### config.mk
export PLATFORM = sky130hd
export DESIGN_NAME = flit_packetizer
export DESIGN_NICKNAME = d
export VERILOG_FILES = /design/src/rtl/flit_packetizer.sv
export SDC_FILE = /design/constraint.sdc
export NUM_CORES = 1
export LEC_CHECK = 0
export CAP_MARGIN = 0
export CORE_MARGIN = 1.5
export CORE_UTILIZATION = 42
export CTS_BUF_LIST = sky130_fd_sc_hd__clkbuf_2 sky130_fd_sc_hd__clkbuf_4 sky130_fd_sc_hd__clkbuf_8
export CTS_CLUSTER_DIAMETER = 200
export CTS_CLUSTER_SIZE = 12
export DETAILED_ROUTE_END_ITERATION = 8
export GPL_TIMING_DRIVEN = 0
export HOLD_SLACK_MARGIN = 0.12
export PLACE_DENSITY = 0.89
export SLEW_MARGIN = 20
export SYNTH_ARGS = -nofsm -noshare
export SYNTH_HDL_FRONTEND = slang
export SYNTH_SLANG_ARGS = --single-unit
### constraint.sdc
create_clock -name CLK -period 1.7 [get_ports CLK]
set_input_delay 0.255 -clock CLK [delete_from_list [all_inputs] [get_ports CLK]]
set_output_delay 0.255 -clock CLK [all_outputs]
set_load 0.005 [all_outputs]
### src/rtl/flit_packetizer.sv
// Packetizer: turns a request plus payload words into 1-2 header flits followed by data flits.
// Headers appear the cycle after accept; data passes straight through; flit_ready stalls everything.
package flit_packetizer_pkg;
    typedef struct packed {
        logic        vc;
        logic [1:0]  id;
        logic [4:0]  req;
        logic [31:0] payload;
    } flit_t;
endpackage

module flit_packetizer
    import flit_packetizer_pkg::*;
#(
    parameter logic [4:0] NODE_ID   = 5'd0,
    parameter logic       VC        = 1'b0,
    parameter logic [3:0] FMT_LONG  = 4'h1,
    parameter logic [3:0] FMT_SHORT = 4'h2
) (
    input  logic        CLK,
    input  logic        nRST,
    input  logic        req_valid,
    output logic        req_ready,
    input  logic [4:0]  req_dest,
    input  logic [29:0] req_addr,
    input  logic [6:0]  req_len,
    input  logic [3:0]  req_fst_b,
    input  logic [3:0]  req_lst_b,
    input  logic        data_valid,
    output logic        data_ready,
    input  logic [31:0] data_word,
    output logic        flit_valid,
    input  logic        flit_ready,
    output flit_t       flit,
    output logic        pkt_done
);

    typedef enum logic [1:0] {IDLE, HDR0, HDR1, DATA} state_t;

    state_t      state;
    logic [1:0]  pkt_id;
    logic [6:0]  cnt;
    logic        is_long;
    logic [31:0] hdr0;
    logic [31:0] hdr1;

    logic        short_ok;
    logic [31:0] hdr0_nxt;
    logic [31:0] hdr1_nxt;
    logic        last;

    // Both header words are built from the live request and frozen at accept.
    always_comb begin
        short_ok = (req_len <= 7'd15) && (req_addr[29:19] == 11'd0) &&
                   (req_fst_b == 4'hF) && (req_lst_b == 4'hF);
        hdr0_nxt = short_ok ? {FMT_SHORT, req_dest, req_len[3:0], req_addr[18:0]}
                            : {FMT_LONG, req_dest, req_lst_b, req_fst_b, req_len, req_addr[29:22]};
        hdr1_nxt = {req_addr[21:0], 10'b0};
    end

    always_comb begin
        req_ready    = (state == IDLE);
        data_ready   = 1'b0;
        flit_valid   = 1'b0;
        flit.vc      = VC;
        flit.id      = pkt_id;
        flit.req     = NODE_ID;
        flit.payload = data_word;
        last         = 1'b0;
        case (state)
            HDR0: begin
                flit_valid   = 1'b1;
                flit.payload = hdr0;
                last         = !is_long && (cnt == 7'd0);
            end
            HDR1: begin
                flit_valid   = 1'b1;
                flit.payload = hdr1;
                last         = (cnt == 7'd0);
            end
            DATA: begin
                flit_valid = data_valid;
                data_ready = flit_ready;
                last       = (cnt == 7'd1);
            end
            default: ;
        endcase
        pkt_done = flit_valid && flit_ready && last;
    end

    always_ff @(posedge CLK) begin
        if (!nRST) begin
            state   <= IDLE;
            pkt_id  <= 2'd0;
            cnt     <= 7'd0;
            is_long <= 1'b0;
            hdr0    <= 32'd0;
            hdr1    <= 32'd0;
        end else begin
            if (pkt_done)
                pkt_id <= pkt_id + 2'd1;
            case (state)
                IDLE: begin
                    if (req_valid) begin
                        cnt     <= req_len;
                        is_long <= !short_ok;
                        hdr0    <= hdr0_nxt;
                        hdr1    <= hdr1_nxt;
                        state   <= HDR0;
                    end
                end
                HDR0: begin
                    if (flit_ready) begin
                        if (is_long)
                            state <= HDR1;
                        else
                            state <= (cnt != 7'd0) ? DATA : IDLE;
                    end
                end
                HDR1: begin
                    if (flit_ready)
                        state <= (cnt != 7'd0) ? DATA : IDLE;
                end
                DATA: begin
                    if (data_valid && flit_ready) begin
                        cnt <= cnt - 7'd1;
                        if (cnt == 7'd1)
                            state <= IDLE;
                    end
                end
                default: state <= IDLE;
            endcase
        end
    end

endmodule

; ---- Word level (Yosys, flattened, before mapping)
; Cells that the tools add are included.
[word_totals]
reg_bits = 66
inputBits = 87
output_inout_bits = 44
elab_cells = 54
[op_classes]
add_sub_neg = 2
n_lt_le_gt_ge = 1
n_eq_ne = 11
mux = 16
n_reduce_logical = 18
[op_table]
columns = operator, count
row1 = one-hot mux 32 bit (2 select lines), 1
row2 = 2-to-1 mux 30 bit, 1
row3 = 2-to-1 mux 2 bit, 7
row4 = 2-to-1 mux 7 bit, 2
row5 = one-hot mux 7 bit (2 select lines), 1
row6 = logical NOT 11 bit, 1
row7 = inequality test 2 bit (second input constant), 5
row8 = == test 4 bit (second input constant), 2
row9 = one-hot mux 2 bit (4 select lines), 1
row10 = == test 7 x 1 -> 1 bit (second input constant), 1
row11 = less-or-equal comparator 7 x 4 -> 1 bit (second input constant), 1
row12 = logical AND 1 bit, 7
row13 = logical NOT 7 bit, 1
row14 = nonzero test 7 bit, 1
row15 = subtractor 7 x 1 -> 7 bit (second input constant), 1
row16 = AND reduction 5 bit, 1
row17 = == test 2 bit (second input constant), 2
row18 = one-hot mux 1 bit (3 select lines), 1
row19 = AND reduction 3 bit, 1
row20 = adder 2 x 1 -> 2 bit (second input constant), 1
row21 = == test 2 x 1 -> 1 bit (second input constant), 1
row22 = logical NOT 1 bit, 2
row23 = logical NOT 2 bit, 1
row24 = one-hot mux 1 bit (2 select lines), 1
row25 = other kinds (4), 4

; ---- Longest topological paths before layout
[depth]
ltp_word = 5
depth_mapped = 7
mapped_depth_nobuf = 6

; ---- Worst setup path before layout
; OpenSTA, ideal clock, no wires.
[synth_timing]
path_kind = flip-flop to flip-flop
startpoint = register cnt[2]
endpoint = register pkt_id[0]
setup_ns = 0.072
arrival_time_ns = 1.744
required_ns = 1.628
path_slack_ns = -0.116
path_stages_with_launch = 5
n_path_buf = 0
cell_sequence = dfxtp_1 -> or4_4 -> or4_4 -> a211oi_4 -> mux2i_1
[synth_between]
elab_chain_cells = 4
word_cells_on_any_way = 5
[synth_rtl]
columns = item, line
row1 = start: declaration, 42  ; logic [6:0] cnt;
row2 = start signal: assignment, 105  ; cnt <= req_len;
row3 = start signal: assignment, 126  ; cnt <= cnt - 7'd1;
row4 = logical NOT 7 bit, "74, 79"
row5 = logical AND 1 bit, 74  ; last = !is_long && (cnt == 7'd0);
row6 = one-hot mux 1 bit (3 select lines) (*), 70  ; case (state)
row7 = logical AND 1 bit (*), 88  ; pkt_done = flit_valid && flit_ready && last;
row8 = named net pkt_done, 35  ; output logic pkt_done
row9 = end signal: assignment, 101  ; pkt_id <= pkt_id + 2'd1;
row10 = end: declaration, 41  ; logic [1:0] pkt_id;
; The timed path passes the listed nets; every way through them passes the cells marked *.
; A chain may end at the register's enable or synchronous reset.

; ---- Worst setup path after layout
[layout_timing]
startpoint = register cnt[2]
endpoint = output port pkt_done
[layout_between]
elab_chain_cells = 4
word_cells_on_any_way = 5
[layout_rtl]
columns = item, line
row1 = logical NOT 7 bit, "74, 79"
row2 = logical AND 1 bit, 74
row3 = one-hot mux 1 bit (3 select lines) (*), 70
row4 = logical AND 1 bit (*), 88
row5 = end: declaration, 35
; Mark *: on every way between the ends. The rest lies on a longest branch, timed or not.

==> results_dict.tcl <==
set metrics [dict create \
    synthTopCellsByArea "dfxtp_1, a21oi_1, nand2_1" \
    hp-class "input port to register" \
    htree_levels 3 \
    whs_ns 0.208 \
    power_density_mw_per_mm2 1590 \
    fmax_mhz 435 \
    peakVddDrop_mv 1.08 \
    grt_setup_unrepaired "true" \
    p_leak_nw 2.37 \
    setup_ws_ns -0.598 \
    worstSetupPathType "register to output port" \
    gp_congestion 1.00 \
    regArea_mm2 0.00127 \
    rows 33 \
    avgSynthCellArea_um2 7.38 \
    fp.coreArea_mm2 0.00822 \
    antenna_found_initial 0 \
    status "finished with violations" \
    viasPerCell 6.10 \
    layout.nets 754 \
    cts.path.max_buffers 2 \
    ant_nets 0 \
    cts_root_buf "clkbuf_8" \
    synth_edf_count 0 \
    cts_tree "built" \
    worstSetupEndpointType "output port" \
    area_growth_pct 74.2 \
    critPathArrivalTime_ns 2.04 \
    netlist.area_leader.share 0.354 \
    worst_pin_slew_ns 0.699 \
    numCtsBuffers 9 \
    synth_area_mm2 0.00357 \
    track_usage 0.341 \
    dieArea_mm2 0.00905 \
    path_max_fanout 2 \
    yosysMostFrequentCell "a21oi_1" \
    fin_crit_sh 1.35 \
    grt_pass1_vias 4570 \
    setup_viol 39 \
    min_period_ns 2.30 \
    synth_cell_types 49 \
    synth_largest_area_cell "dfxtp_1" \
    finalHoldViolCount 0 \
    clk_latency_ns 0.34 \
    synth_ff_type "dfxtp_1" \
    routed_wl_um 16200 \
    insertedDiodeCount 0 \
    gr-total-overflow 0 \
    clock-sinks 63 \
    failed_checks "setup timing" \
    synth-warning-count 0 \
    start_util 0.434 \
    drive_gt1_frac 0.358 \
    crit_path_start_kind "register" \
    hpwlAfterDp_um 9930 \
    vias 4698 \
    maxCapViolCount 0 \
    asyncSetResetFlopFracSynth 0 \
    drt-pass1-iter-count 5 \
    fp.dieH_um 95.1 \
    synth_seq_cells 63 \
    path_clk_slew_ns 0.07 \
    syn-instance-count 483 \
    io_buffers 124 \
    die_w_um 95.1 \
    ys_seq_area_frac 0.354 \
    fill_cells 566 \
    multi_input_area_mm2 0.00263 \
    synth_commonest_cells "a21oi_1, nand2_1, dfxtp_1" \
    clock_skew_ns 0.00428 \
    power_mw 9.87 \
    wl_per_cell_um 21.0 \
    io_pins 131 \
    drt-initial-drc-count 425 \
    remaining_drc_errors 0 \
    crit_required_ns 1.44 \
    slew_headroom 0.534 \
    grt_max_degree 12 \
    drv_slew 0 \
    grt_pass1_wl_um 23100 \
]
## critical path, stage by stage (launching register included)
cell,delay [ns]
dfxtp_4,0.35
or4_4,0.55
or4_4,0.46
a211oi_4,0.19
buf_2,0.15
## flip-flops by register name, indices dropped and copies added, names as in the netlist
register and count:
hdr1 22, hdr0 30, pkt_id 2, state 2
cnt 7
## report_power, final
group / switching, mW / leakage, nW / internal (mW)
clock network: 0.637 / 0.0994 / 0.689
registers: 0.330 / 0.521 / 1.82
logic: 3.23 / 1.75 / 3.16
total: 4.20 / 2.37 / 5.67
## logic make-up after synthesis
kind of cell    synth area share
other cells              0.00105
fa+ha+maj                 0.0246
mux                      0.00561
compound gates             0.315
flops                      0.354
simple gates               0.219
buf+inv                   0.0814
## worst paths after layout
kind                                              end  slack [ns]                   from  depth (start not counted)
worst max-delay path                         pkt_done       -0.60    cnt[2]$_SDFFE_PN0P_                          4
worst min-delay path            hdr1[31]$_SDFFE_PN0P_        0.21           req_addr[21]                          3
worst max register to register  state[1]$_SDFFE_PN0P_       -0.43    cnt[2]$_SDFFE_PN0P_                          7
worst min register to register  hdr1[12]$_SDFFE_PN0P_        0.47  hdr1[12]$_SDFFE_PN0P_                          2
## metrics by stage
stage,utilization,cell area (µm²),cells,setup TNS [ns],worst slack [ns]
4_1_cts,0.715,5870,764,-12.34,-0.632
3_5_place_dp,0.608,4990,717,-63.14,-1.03
6_report,0.756,6210,770,-12.22,-0.598
5_1_grt,0.756,6210,770,-14.28,-0.646
3_3_place_gp,0.608,4990,717,-59.02,-0.966
2_1_floorplan,-,3620,488,-0.295,-0.0536
## per-layer routing
layer	vias to the layer above	wire length, µm	track usage
met3	57	1590	0.0933
met1	2234	5800	0.388
met4	0	612	0.159
li1	2099	-	-
met2	308	8200	0.587
met5	-	0	0
## layout make-up
class,count,share of cell area
repair buffers,166,0.246
inverters,22,0.0141
multi-input cells,355,0.424
clock buffers,10,0.0211
well taps,105,0.0211
flip-flops and latches,63,0.205
clock inverters,6,0.00987
plain buffers,43,0.0588
## what timing repair did
action / 4_1_cts / 5_1_grt
gates resized for setup: 302 / 125
setup endpoints to repair: 99 / 97
hold buffers: 0 / 0
cloned: 4 / 0
pin swaps: 30 / 43
buffers inserted: 30 / 14
## layout by cell type, fill, tap and decap left out, types with 4 or more instances in the layout
master and count:
clkdlybuf4s50_1 75, nand2_1 66, dfxtp_1 60, a21oi_1 51, buf_2 36, buf_4 26, o21ai_0 24, inv_1 20
a22oi_2 20, a21oi_2 17, nor2_4 15, clkbuf_2 15, clkbuf_8 14, buf_6 14, buf_8 13, nand4_1 13
a41oi_1 12, nand3_1 12, nor2_1 10, o21ai_2 9, a31oi_1 9, nand3_2 8, clkbuf_1 8, o21ai_1 6
conb_1 6, nor2b_1 5, nand2b_1 5, dlymetal6s2s_1 5, or4_4 4, nand3_4 4, o31ai_1 4, o211ai_1 4
ha_4 4
No activity file was read; power rests on OpenSTA's default activity.
